File: src/rtl/seq_detect_ctrl.sv
`default_nettype none
// ============================================================================
// seq_detect_ctrl : configurable serial pattern detector with saturating count
// Revision: 1.0
// ============================================================================
module seq_detect_ctrl #(
  parameter  int MAX_LEN = 8,
  parameter  int CNT_W   = 8,
  localparam int LEN_W   = $clog2(MAX_LEN + 1)
) (
  input  logic               clk,
  input  logic               rst,
  input  logic               cfg_valid,
  output logic               cfg_ready,
  input  logic [MAX_LEN-1:0] cfg_pattern,
  input  logic [LEN_W-1:0]   cfg_len,
  input  logic               cfg_overlap,
  input  logic               start,
  input  logic               stop,
  input  logic               bit_valid,
  input  logic               bit_in,
  output logic               busy,
  output logic               detected,
  output logic [CNT_W-1:0]   match_count,
  output logic               cfg_err
);

  typedef enum logic [1:0] {
    IDLE  = 2'd0,
    READY = 2'd1,
    RUN   = 2'd2
  } state_t;

  state_t               r_state;
  state_t               w_state_nxt;

  logic [MAX_LEN-1:0]   r_pat;
  logic [LEN_W-1:0]     r_len;
  logic                 r_ovl;
  logic [MAX_LEN-1:0]   r_hist;
  logic [LEN_W-1:0]     r_fill;
  logic [CNT_W-1:0]     r_count;
  logic                 r_det;
  logic                 r_cfg_err;

  logic                 w_xfer;
  logic                 w_legal;
  logic                 w_latch;
  logic                 w_clear;
  logic                 w_shift;
  logic                 w_match;
  logic [MAX_LEN-1:0]   w_mask;
  logic [MAX_LEN-1:0]   w_hist_nxt;
  logic [LEN_W-1:0]     w_fill_nxt;

  assign cfg_ready   = (r_state != RUN);
  assign busy        = (r_state == RUN);
  assign detected    = r_det;
  assign match_count = r_count;
  assign cfg_err     = r_cfg_err;

  assign w_xfer  = cfg_valid && cfg_ready;
  assign w_legal = (cfg_len >= LEN_W'(2)) && (cfg_len <= LEN_W'(MAX_LEN));

  assign w_hist_nxt = {r_hist[MAX_LEN-2:0], bit_in};
  assign w_fill_nxt = (r_fill == LEN_W'(MAX_LEN)) ? r_fill : r_fill + LEN_W'(1);

  always_comb begin
    w_mask = '0;
    for (int i = 0; i < MAX_LEN; i++) begin
      w_mask[i] = (i < int'(r_len));
    end
  end

  assign w_match = (w_fill_nxt >= r_len) && ((w_hist_nxt & w_mask) == (r_pat & w_mask));

  always_ff @(posedge clk or negedge rst) begin
    if (!rst) begin
      r_state <= IDLE;
    end else begin
      r_state <= w_state_nxt;
    end
  end

  // Any config transfer in READY, legal or not, takes priority over start.
  always_comb begin
    w_state_nxt = r_state;
    w_latch     = 1'b0;
    w_clear     = 1'b0;
    w_shift     = 1'b0;
    case (r_state)
      IDLE: begin
        if (w_xfer && w_legal) begin
          w_latch     = 1'b1;
          w_state_nxt = READY;
        end
      end
      READY: begin
        if (w_xfer) begin
          w_latch = w_legal;
        end else if (start) begin
          w_clear     = 1'b1;
          w_state_nxt = RUN;
        end
      end
      RUN: begin
        if (stop) begin
          w_state_nxt = READY;
        end else if (bit_valid) begin
          w_shift = 1'b1;
        end
      end
      default: w_state_nxt = IDLE;
    endcase
  end

  always_ff @(posedge clk or negedge rst) begin
    if (!rst) begin
      r_pat     <= '0;
      r_len     <= '0;
      r_ovl     <= 1'b0;
      r_hist    <= '0;
      r_fill    <= '0;
      r_count   <= '0;
      r_det     <= 1'b0;
      r_cfg_err <= 1'b0;
    end else begin
      r_cfg_err <= w_xfer && !w_legal;
      r_det     <= w_shift && w_match;
      if (w_latch) begin
        r_pat <= cfg_pattern;
        r_len <= cfg_len;
        r_ovl <= cfg_overlap;
      end
      if (w_clear) begin
        r_hist  <= '0;
        r_fill  <= '0;
        r_count <= '0;
      end
      if (w_shift) begin
        r_hist <= w_hist_nxt;
        if (w_match) begin
          if (r_count != {CNT_W{1'b1}}) begin
            r_count <= r_count + CNT_W'(1);
          end
          // Non-overlapping mode restarts the fill so old bits cannot re-match.
          r_fill <= r_ovl ? w_fill_nxt : '0;
        end else begin
          r_fill <= w_fill_nxt;
        end
      end
    end
  end

endmodule
`default_nettype wire
File: config.mk
export PLATFORM = sky130hd
export DESIGN_NAME = seq_detect_ctrl
export DESIGN_NICKNAME = d
export VERILOG_FILES = /design/src/rtl/seq_detect_ctrl.sv
export SDC_FILE = /design/constraint.sdc
export NUM_CORES = 1
export LEC_CHECK = 0
export BUFFER_PORTS_ARGS = -buffer_cell sky130_fd_sc_hd__buf_4
export CAP_MARGIN = 20
export CORE_ASPECT_RATIO = 1.2
export CORE_MARGIN = 2
export CORE_UTILIZATION = 37
export CTS_CLUSTER_SIZE = 14
export DETAILED_ROUTE_END_ITERATION = 8
export GPL_TIMING_DRIVEN = 1
export PLACE_DENSITY_LB_ADDON = 0.12
export RECOVER_POWER = 50
export SLEW_MARGIN = 25
export SYNTH_ARGS = -nofsm -noshare
export SYNTH_HDL_FRONTEND = slang
export SYNTH_SLANG_ARGS = --single-unit
export TNS_END_PERCENT = 5
File: constraint.sdc
create_clock -name clk -period 5.84 [get_ports clk]
set_input_delay 1.46 -clock clk [delete_from_list [all_inputs] [get_ports clk]]
set_output_delay 1.46 -clock clk [all_outputs]
set_load 0.01 [all_outputs]
=== Word-level counts from Yosys, hierarchy flattened ===
Index checks and enable logic that the tools add are counted.

* Input port bits: 20
* Register bits: 36
* Logic and storage cells: 69
* Output and inout bits: 12

* $lt $le $gt $ge: 11
* Mux-type cells: 25
* Equality and inequality tests: 10
* Bitwise gates (word level): 2
* Reductions and logical operators: 10
* Add/subtract/negate cells: 2

{| class="wikitable"
|+ Operator list
! kind !! count
|-
| two-way mux 8 bit || 4
|-
| two-way mux 4 bit || 5
|-
| bitwise AND 8 bit || 2
|-
| < comparator 3 x 4 -> 1 bit (first input constant) || 4
|-
| two-way mux 7 bit || 2
|-
| != test 2 bit (second input constant) || 5
|-
| adder 8 x 1 -> 8 bit (second input constant) || 1
|-
| == test 8 bit || 1
|-
| < comparator 1 x 4 -> 1 bit (first input constant) || 2
|-
| < comparator 2 x 4 -> 1 bit (first input constant) || 2
|-
| two-way mux 1 bit || 8
|-
| two-way mux 2 bit || 4
|-
| != test 8 bit (second input constant) || 1
|-
| logical AND 1 bit || 6
|-
| one-hot mux 2 bit (3 select lines) || 1
|-
| adder 4 x 1 -> 4 bit (second input constant) || 1
|-
| == test 4 bit (second input constant) || 1
|-
| >= comparator 4 x 2 -> 1 bit (second input constant) || 1
|-
| >= comparator 4 bit || 1
|-
| less-or-equal comparator 4 bit (second input constant) || 1
|-
| AND reduction 4 bit || 1
|-
| == test 2 x 1 -> 1 bit (second input constant) || 1
|-
| == test 2 bit (second input constant) || 1
|-
| logical NOT 2 bit || 1
|-
| 3 further kinds || 3
|}

=== Depth between registers and ports, before layout ===
Gate-level depths: netlist (run 1).

* Depth in word-level cells: 8
* Depth in mapped cells: 12
* Depth with buffers taken out: 11

=== Worst setup path after synthesis (run 1) ===
No wires, ideal clock.

* Path type: input to register
* Start: input port cfg_len[0]
* End: register r_len[0]
* Setup slack: 2846 ps
* Stages on the path: 6
* Path buffers: 1
* Arrival time: 2866 ps
* Data required time: 5712 ps
* Setup time: 128 ps
* Cells stage by stage: or4b_1 > o21ai_1 > nand2_1 > nor2_2 > buf_2 > mux2_1

* Word-level cells in the longest chain between the ends: 5
* Elaborated cells between the ends (all ways): 7
* Classes of those cells: order compare: 2; mux: 3; reduce/logical: 2

{| class="wikitable"
|+ Ends and longest elaborated chain
! element !! line !! text
|-
| start, declared || 16 || <nowiki>input logic [LEN_W-1:0] cfg_len,</nowiki>
|-
| >= comparator 4 x 2 -> 1 bit / less-or-equal comparator 4 bit (equally long branches) || 63 || <nowiki>assign w_legal = (cfg_len >= LEN_W'(2)) && (cfg_len <= LEN_W'(MAX_LEN));</nowiki>
|-
| logical AND 1 bit || 63 ||
|-
| logical AND 1 bit || 93 || <nowiki>if (w_xfer && w_legal) begin</nowiki>
|-
| two-way mux 1 bit || 93 ||
|-
| one-hot mux 1 bit (2 select lines) || 91 || <nowiki>case (r_state)</nowiki>
|-
| end signal, assigned || 132 || <nowiki>r_len <= cfg_len;</nowiki>
|-
| end, declared || 38 || <nowiki>logic [LEN_W-1:0] r_len;</nowiki>
|}

Parallel ways exist; a longest one is shown, timed or not.
A chain may end at the register's enable or synchronous reset.

=== Worst setup path in the final report (run 1) ===
* Start: input port cfg_len[0]
* End: register r_pat[3]

* Word-level cells in the longest chain between the ends: 5
* Elaborated cells between the ends (all ways): 7
* Classes of those cells: order compare: 2; mux: 3; reduce/logical: 2

{| class="wikitable"
|+ Ends and longest elaborated chain
! element !! line !! text
|-
| >= comparator 4 x 2 -> 1 bit / less-or-equal comparator 4 bit (equally long branches) || 63 ||
|-
| logical AND 1 bit * || 63 ||
|-
| logical AND 1 bit || 93 ||
|-
| two-way mux 1 bit || 93 ||
|-
| one-hot mux 1 bit (2 select lines) * || 91 ||
|-
| end signal, assigned || 131 || <nowiki>r_pat <= cfg_pattern;</nowiki>
|-
| end, declared || 37 || <nowiki>logic [MAX_LEN-1:0] r_pat;</nowiki>
|}

Mark *: on every way between the ends. The rest lies on a longest branch, timed or not.

==> results.yml, run 1 <==
timing:
  period_needed_ns: 3.08
  setup_tns_ns: 0
  fmax_ghz: 0.324
  fin_crit_sh_pct: 52.8
  slew_headroom_pct: -31.5
  hold_viol: 0
  setup_viol: 0
  worst_slack_ns: 2.76
  finClkSkew_ns: 0.0152
  worst_slew_pin_slew_ns: 1.97
  slew_violations: 37
  rsz0062_at_grt: "no"
placement:
  dp_hpwl_mm: 3.17
  portBuffers: 31
  place_ws_ns: 2.45
  place_congestion: 0.750
cells_and_area:
  seqCellArea_um2: 901
  drive_above_1_share_pct: 19.2
  nNetsFinal: 250
  syn_to_final_growth_pct: 18.9
  antenna_cells: 0
  fillers: 516
  multi_input_area_um2: 997
cts:
  cts_inserted_buffers: 5
  clock_latency_ns: 0.29
  cts-resized-gates: 0
  root_buffer: "clkbuf_8"
  htreeDepth: 2
  cts_setup_buffers: 0
  clock_path_buffers: 2
  cts_tree: "yes"
  cts.sinks: 36
  clk_pin_slew_ns: 0.07
  cts.hold.buffers_added: 0
synth:
  synth-simple-area-share_pct: 17.2
  synth_flop_cell: "dfrtp_1"
  synth_cells: 191
  synth_top_family_by_area: "simple AND/OR/NAND/NOR gates"
  yosys-mux-area-fraction_pct: 7.92
  synth.avg_cell_area_um2: 10.3
  syn_area_um2: 1980
  synth_xor_area_share_pct: 4.88
  seq_area_frac_synth_pct: 45.6
  synth_top_cell_by_area: "dfrtp_1"
  async_reset_ff_share_pct: 100
  synth_nets: 218
  synth_common_cells: "dfrtp_1, nand2_1, mux2_1, o21ai_1, inv_1"
  synth_area_leaders: "dfrtp_1, mux2_1, nand2_1, ha_1, o21ai_1"
  synth-seq-cells: 36
  synth_compound_area_share_pct: 15.8
  yosys.area_share.adder_pct: 4.43
  synth.distinct_cells: 47
  synth_edf_count: 0
  synth.most_common_cell: "dfrtp_1"
  ys_warn_count: 0
  synth.top_cell.area_share_pct: 45.6
job:
  drv_cap: 1
worst_setup_path:
  cp.arrival_ns: 3.25
  endpoint: "r_pat[3]"
  worstSetupEndpointType: "flop"
  crit_path_start_kind: "primary input"
  startpoint: "cfg_len[0]"
  crit_fanout: 13
  rr_worst_depth: 11
  worstPathRequired_ns: 6.00
  r2r_end: "match_count[7]"
  ff2ff_setup_slack_ns: 2.95
  rr_startpoint: "r_fill[0]"
  critical_path_class: "in2reg"
die:
  coreArea_um2: 5230
  die_x_um: 70.7
  pin_count: 32
  die_h_um: 84.0
  initial_utilization_pct: 37.8
  dieArea_um2: 5940
  core.rowCount: 29
power:
  p_leak_nw: 1.05
  p_sw_share_pct: 31.5
  worst_ir_drop_vdd_mv: 0.184
  p_comb_share_pct: 26.3
  power_density_nw_per_um2: 311
  p_int_mw: 0.501
  pwr-share-seq_pct: 44.0
  p_clk_share_pct: 29.7
  p_sw_mw: 0.230
detailed_routing:
  drc: 0
  drtIter0Drc: 67
  viasPerCell: 5.36
  wire_per_inst_um: 14.9
  num_vias: 1533
  ant_nets: 0
  drt-total-wl_mm: 4.27
  firstDrtPassIters: 4
status:
  status: "complete, but fails checks"
  violations: "max-capacitance violations, max-slew violations"
global_routing:
  grt_pass1_vias: 1576
  grt_pass1_wl_mm: 7.39
  grt_max_degree: 37
  grt_use_total_pct: 15.6
  antenna_found_initial: 0
  grt_overflow: 0
min_path:
  hold_class: "reg2reg"
-- power by group through the flow --
stage                     Clock, mW  Sequential (mW)  Combinational [mW]
after floorplan                   0            0.315               0.150
after global placement            0            0.324               0.189
after detailed placement          0            0.326               0.194
after CTS                     0.226            0.321               0.196
after global routing          0.237            0.328               0.215
final                         0.217            0.322               0.192
-- layer usage --
layer  vias to the layer above  share of wire [%]  track usage (%)
li1                        747                  -                -
met1                       739                 46             19.4
met2                        38                 49             26.0
met3                         9                3.6             3.62
met4                         0                2.2             6.00
met5                         -                  0                0
-- stage by stage --
| stage | util [%] | std cells | hold slack, ns | total power [mW] | cell area, µm² |
|---|---|---|---|---|---|
| finish | 45.0 | 286 | 0.516 | 0.732 | 2350 |
| global route | 45.0 | 286 | 0.535 | 0.780 | 2350 |
| CTS | 45.3 | 286 | 0.523 | 0.743 | 2370 |
| detailed placement | 43.3 | 278 | 0.501 | 0.520 | 2260 |
| global placement | 43.3 | 278 | 0.495 | 0.513 | 2260 |
| floorplan | - | 191 | 0.459 | 0.465 | 1980 |
-- logic make-up after synthesis --
family / Yosys count
simple gates: 63
compound gates: 41
flops: 36
buf+inv: 19
mux: 14
xor+xnor: 11
fa+ha+maj: 7
-- layout make-up --
class | count | share of cell area (%)
inverters | 12 | 1.92
well taps | 62 | 3.30
multi-input cells | 136 | 42.4
repair buffers | 32 | 9.42
flip-flops and latches | 36 | 38.3
clock inverters | 2 | 1.49
clock buffers | 6 | 3.09
-- critical path, stage by stage --
cell and delay, ns:
buf_4 0.11, or4b_1 0.50, o21ai_0 0.13, nand2_1 0.12, nor2_2 0.52, mux2_1 0.40
-- layout by cell type (no fill, tap or decap), drive strengths merged, types with 4 or more instances in the layout --
cell type,netlist,routed
o211ai,4,4
inv,11,11
o21ai,15,15
nand3,9,9
mux2,13,13
clkbuf,4,11
xor2,5,5
dfrtp,36,36
xnor2,6,6
nor2,9,9
a32o,5,5
nand2,25,25
ha,7,7
buf,3,27
-- worst min-delay path by stage --
stage                        start        to  slack, ns  cells after the start
after CTS                    r_ovl     r_ovl       0.52                      1
final                     r_pat[4]  r_pat[4]       0.52                      1
after detailed placement     r_ovl     r_ovl       0.50                      1
after floorplan              r_ovl     r_ovl       0.46                      1
after global placement    r_pat[0]  r_pat[0]       0.49                      1
after global routing         r_ovl     r_ovl       0.53                      1
-- flip-flops by register name, indices dropped and copies added (netlist names) --
signal,flops
r_fill,4
r_ovl,1
r_hist,7
r_state,2
r_len,4
match_count,8
detected,1
cfg_err,1
r_pat,8
(Power assumes the default switching activity.)
==> run 2: changes to the inputs <==
- clock period: 5.84 -> 2.8 ns (I/O delays scaled with it)
==> run 2 against run 1 <==
Global-route usage down 0.94 points. Clock skew down 0.0080 ns. Register-to-register slack worse by 2.8 ns. Sequential share of layout area down 0.52 points. Final cell count up 1.7%. Core utilization up 0.62 points. Total power up 100%. Count of clock-buffer cells in the layout down 1. The run still ends with max-capacitance violations, max-slew violations left.
==> results.yml, run 2 (synthesized netlist as in run 1, its figures left out) <==
status:
  status: "complete, but fails checks"
  violations: "max-capacitance violations, max-slew violations"
worst_setup_path:
  crit_fanout: 6
  worstPathRequired_ns: 2.98
  crit_chain: "inv_1, ha_1, nand3_1, xnor2_1, inv_1, ha_1, nand2b_1, a2111oi_4, buf_4, nor4_4, and2_1, a32o_1"
  ff2ff_setup_slack_ns: 0.18
  crit_slowest_cell: "dfrtp_1"
  cp.arrival_ns: 2.80
  critical_path_class: "reg2reg"
  worstSetupEndpointType: "flop"
  crit_path_start_kind: "flop"
  slowest_delay_ns: 0.41
timing:
  fin_crit_sh_pct: 93.6
  slew_violations: 37
  slew_headroom_pct: -27.4
  worst_slew_pin_slew_ns: 1.91
  finClkSkew_ns: 0.00719
  fmax_ghz: 0.382
  hold_viol: 0
  worst_slack_ns: 0.180
  rsz0062_at_grt: "yes"
  hold_slack_ns: 0.516
  period_needed_ns: 2.62
  setup_viol: 0
placement:
  dp_hpwl_mm: 3.18
  portBuffers: 31
  place_ws_ns: 0.191
  placedCellCount: 283
  place_congestion: 0.749
global_routing:
  antenna_found_initial: 0
  grt_pass1_wl_mm: 6.98
  grt_max_degree: 37
  grt_pass1_vias: 1541
  grt_overflow: 0
  grt_use_total_pct: 14.7
cts:
  clock_path_buffers: 2
  clk_pin_slew_ns: 0.08
  cts_tree: "yes"
  root_buffer: "clkbuf_8"
  cts_inserted_buffers: 5
  clock_latency_ns: 0.29
  cts.sinks: 36
  htreeDepth: 2
power:
  p_leak_nw: 1.06
  power_density_nw_per_um2: 622
  total_power_mw: 1.48
  worst_ir_drop_vdd_mv: 0.415
detailed_routing:
  drtIter0Drc: 125
  drc: 0
  drt-total-wl_mm: 4.17
  viasPerCell: 5.42
  num_vias: 1578
  firstDrtPassIters: 4
  ant_nets: 0
  wire_per_inst_um: 14.3
job:
  drv_cap: 1
cells_and_area:
  final_common_cell: "dfrtp_1"
  drive_above_1_share_pct: 22.3
  final_util_pct: 45.6
  antenna_cells: 0
  layout_common_cells: "dfrtp_1, buf_4, nand2_1"
  nNetsFinal: 255
  syn_to_final_growth_pct: 20.6
  stdcell_count: 291
die:
  pin_count: 32
  core.rowCount: 29
  die_h_um: 84.0
  coreArea_um2: 5230
  die_x_um: 70.7
  dieArea_um2: 5940
  initial_utilization_pct: 37.8
min_path:
  hold_class: "reg2reg"
## run 2: worst paths after layout
check | depth (start not counted) | endpoint | from
max | 12 | match_count[6] | r_fill[0]
min | 1 | r_pat[1] | r_pat[1]
max reg2reg | 12 | match_count[6] | r_fill[0]
min reg2reg | 1 | r_pat[1] | r_pat[1]
max in group asynchronous | 1 | r_state[1] | rst
min in group asynchronous | 1 | r_hist[4] | rst
## run 2: repair_timing
| action | in CTS | in global routing |
|---|---|---|
| endpoints found under the setup margin | 0 | 6 |
| hold buffers | 0 | 0 |
| hold endpoints to repair | 0 | 0 |
| resized for setup | 0 | 1 |
| setup buffers | 0 | 0 |
## run 2: stage by stage
step	TNS [ns]	instance area, µm²
floorplan	0	1980
global placement	0	2300
detailed placement	0	2300
CTS	0	2390
global route	-0.0783	2380
finish	0	2380
## run 2: cell type report
cell class | instances | area [µm²]
Fill cell | 513 | 2840
Multi-Input combinational cell | 136 | 1000
Sequential cell | 36 | 901
Timing Repair Buffer | 37 | 263
Tap cell | 62 | 77.6
Clock buffer | 5 | 68.8
Inverter | 12 | 45.0
Clock inverter | 3 | 23.8
## run 2: report_power, final
group	switching [mW]	internal [mW]	total (mW)
logic	0.220	0.213	0.434
clock network	0.202	0.176	0.378
registers	0.0774	0.593	0.671
total	0.500	0.983	1.48
## run 2: worst max-delay path, delay by kind of cell (launching register included)
kind | cells | cell delay, ns
xor+xnor | 1 | 0.20
buf+inv | 3 | 0.36
fa+ha+maj | 2 | 0.42
compound gates | 2 | 0.61
flops | 1 | 0.41
simple gates | 4 | 0.52
## run 2: routing by layer
layer / vias to the layer above / part of all wire [%] / track usage (%)
li1: 758 / - / -
met1: 775 / 42 / 17.3
met2: 40 / 52 / 25.2
met3: 5 / 4.0 / 3.99
met4: 0 / 1.6 / 5.32
met5: - / 0 / 0
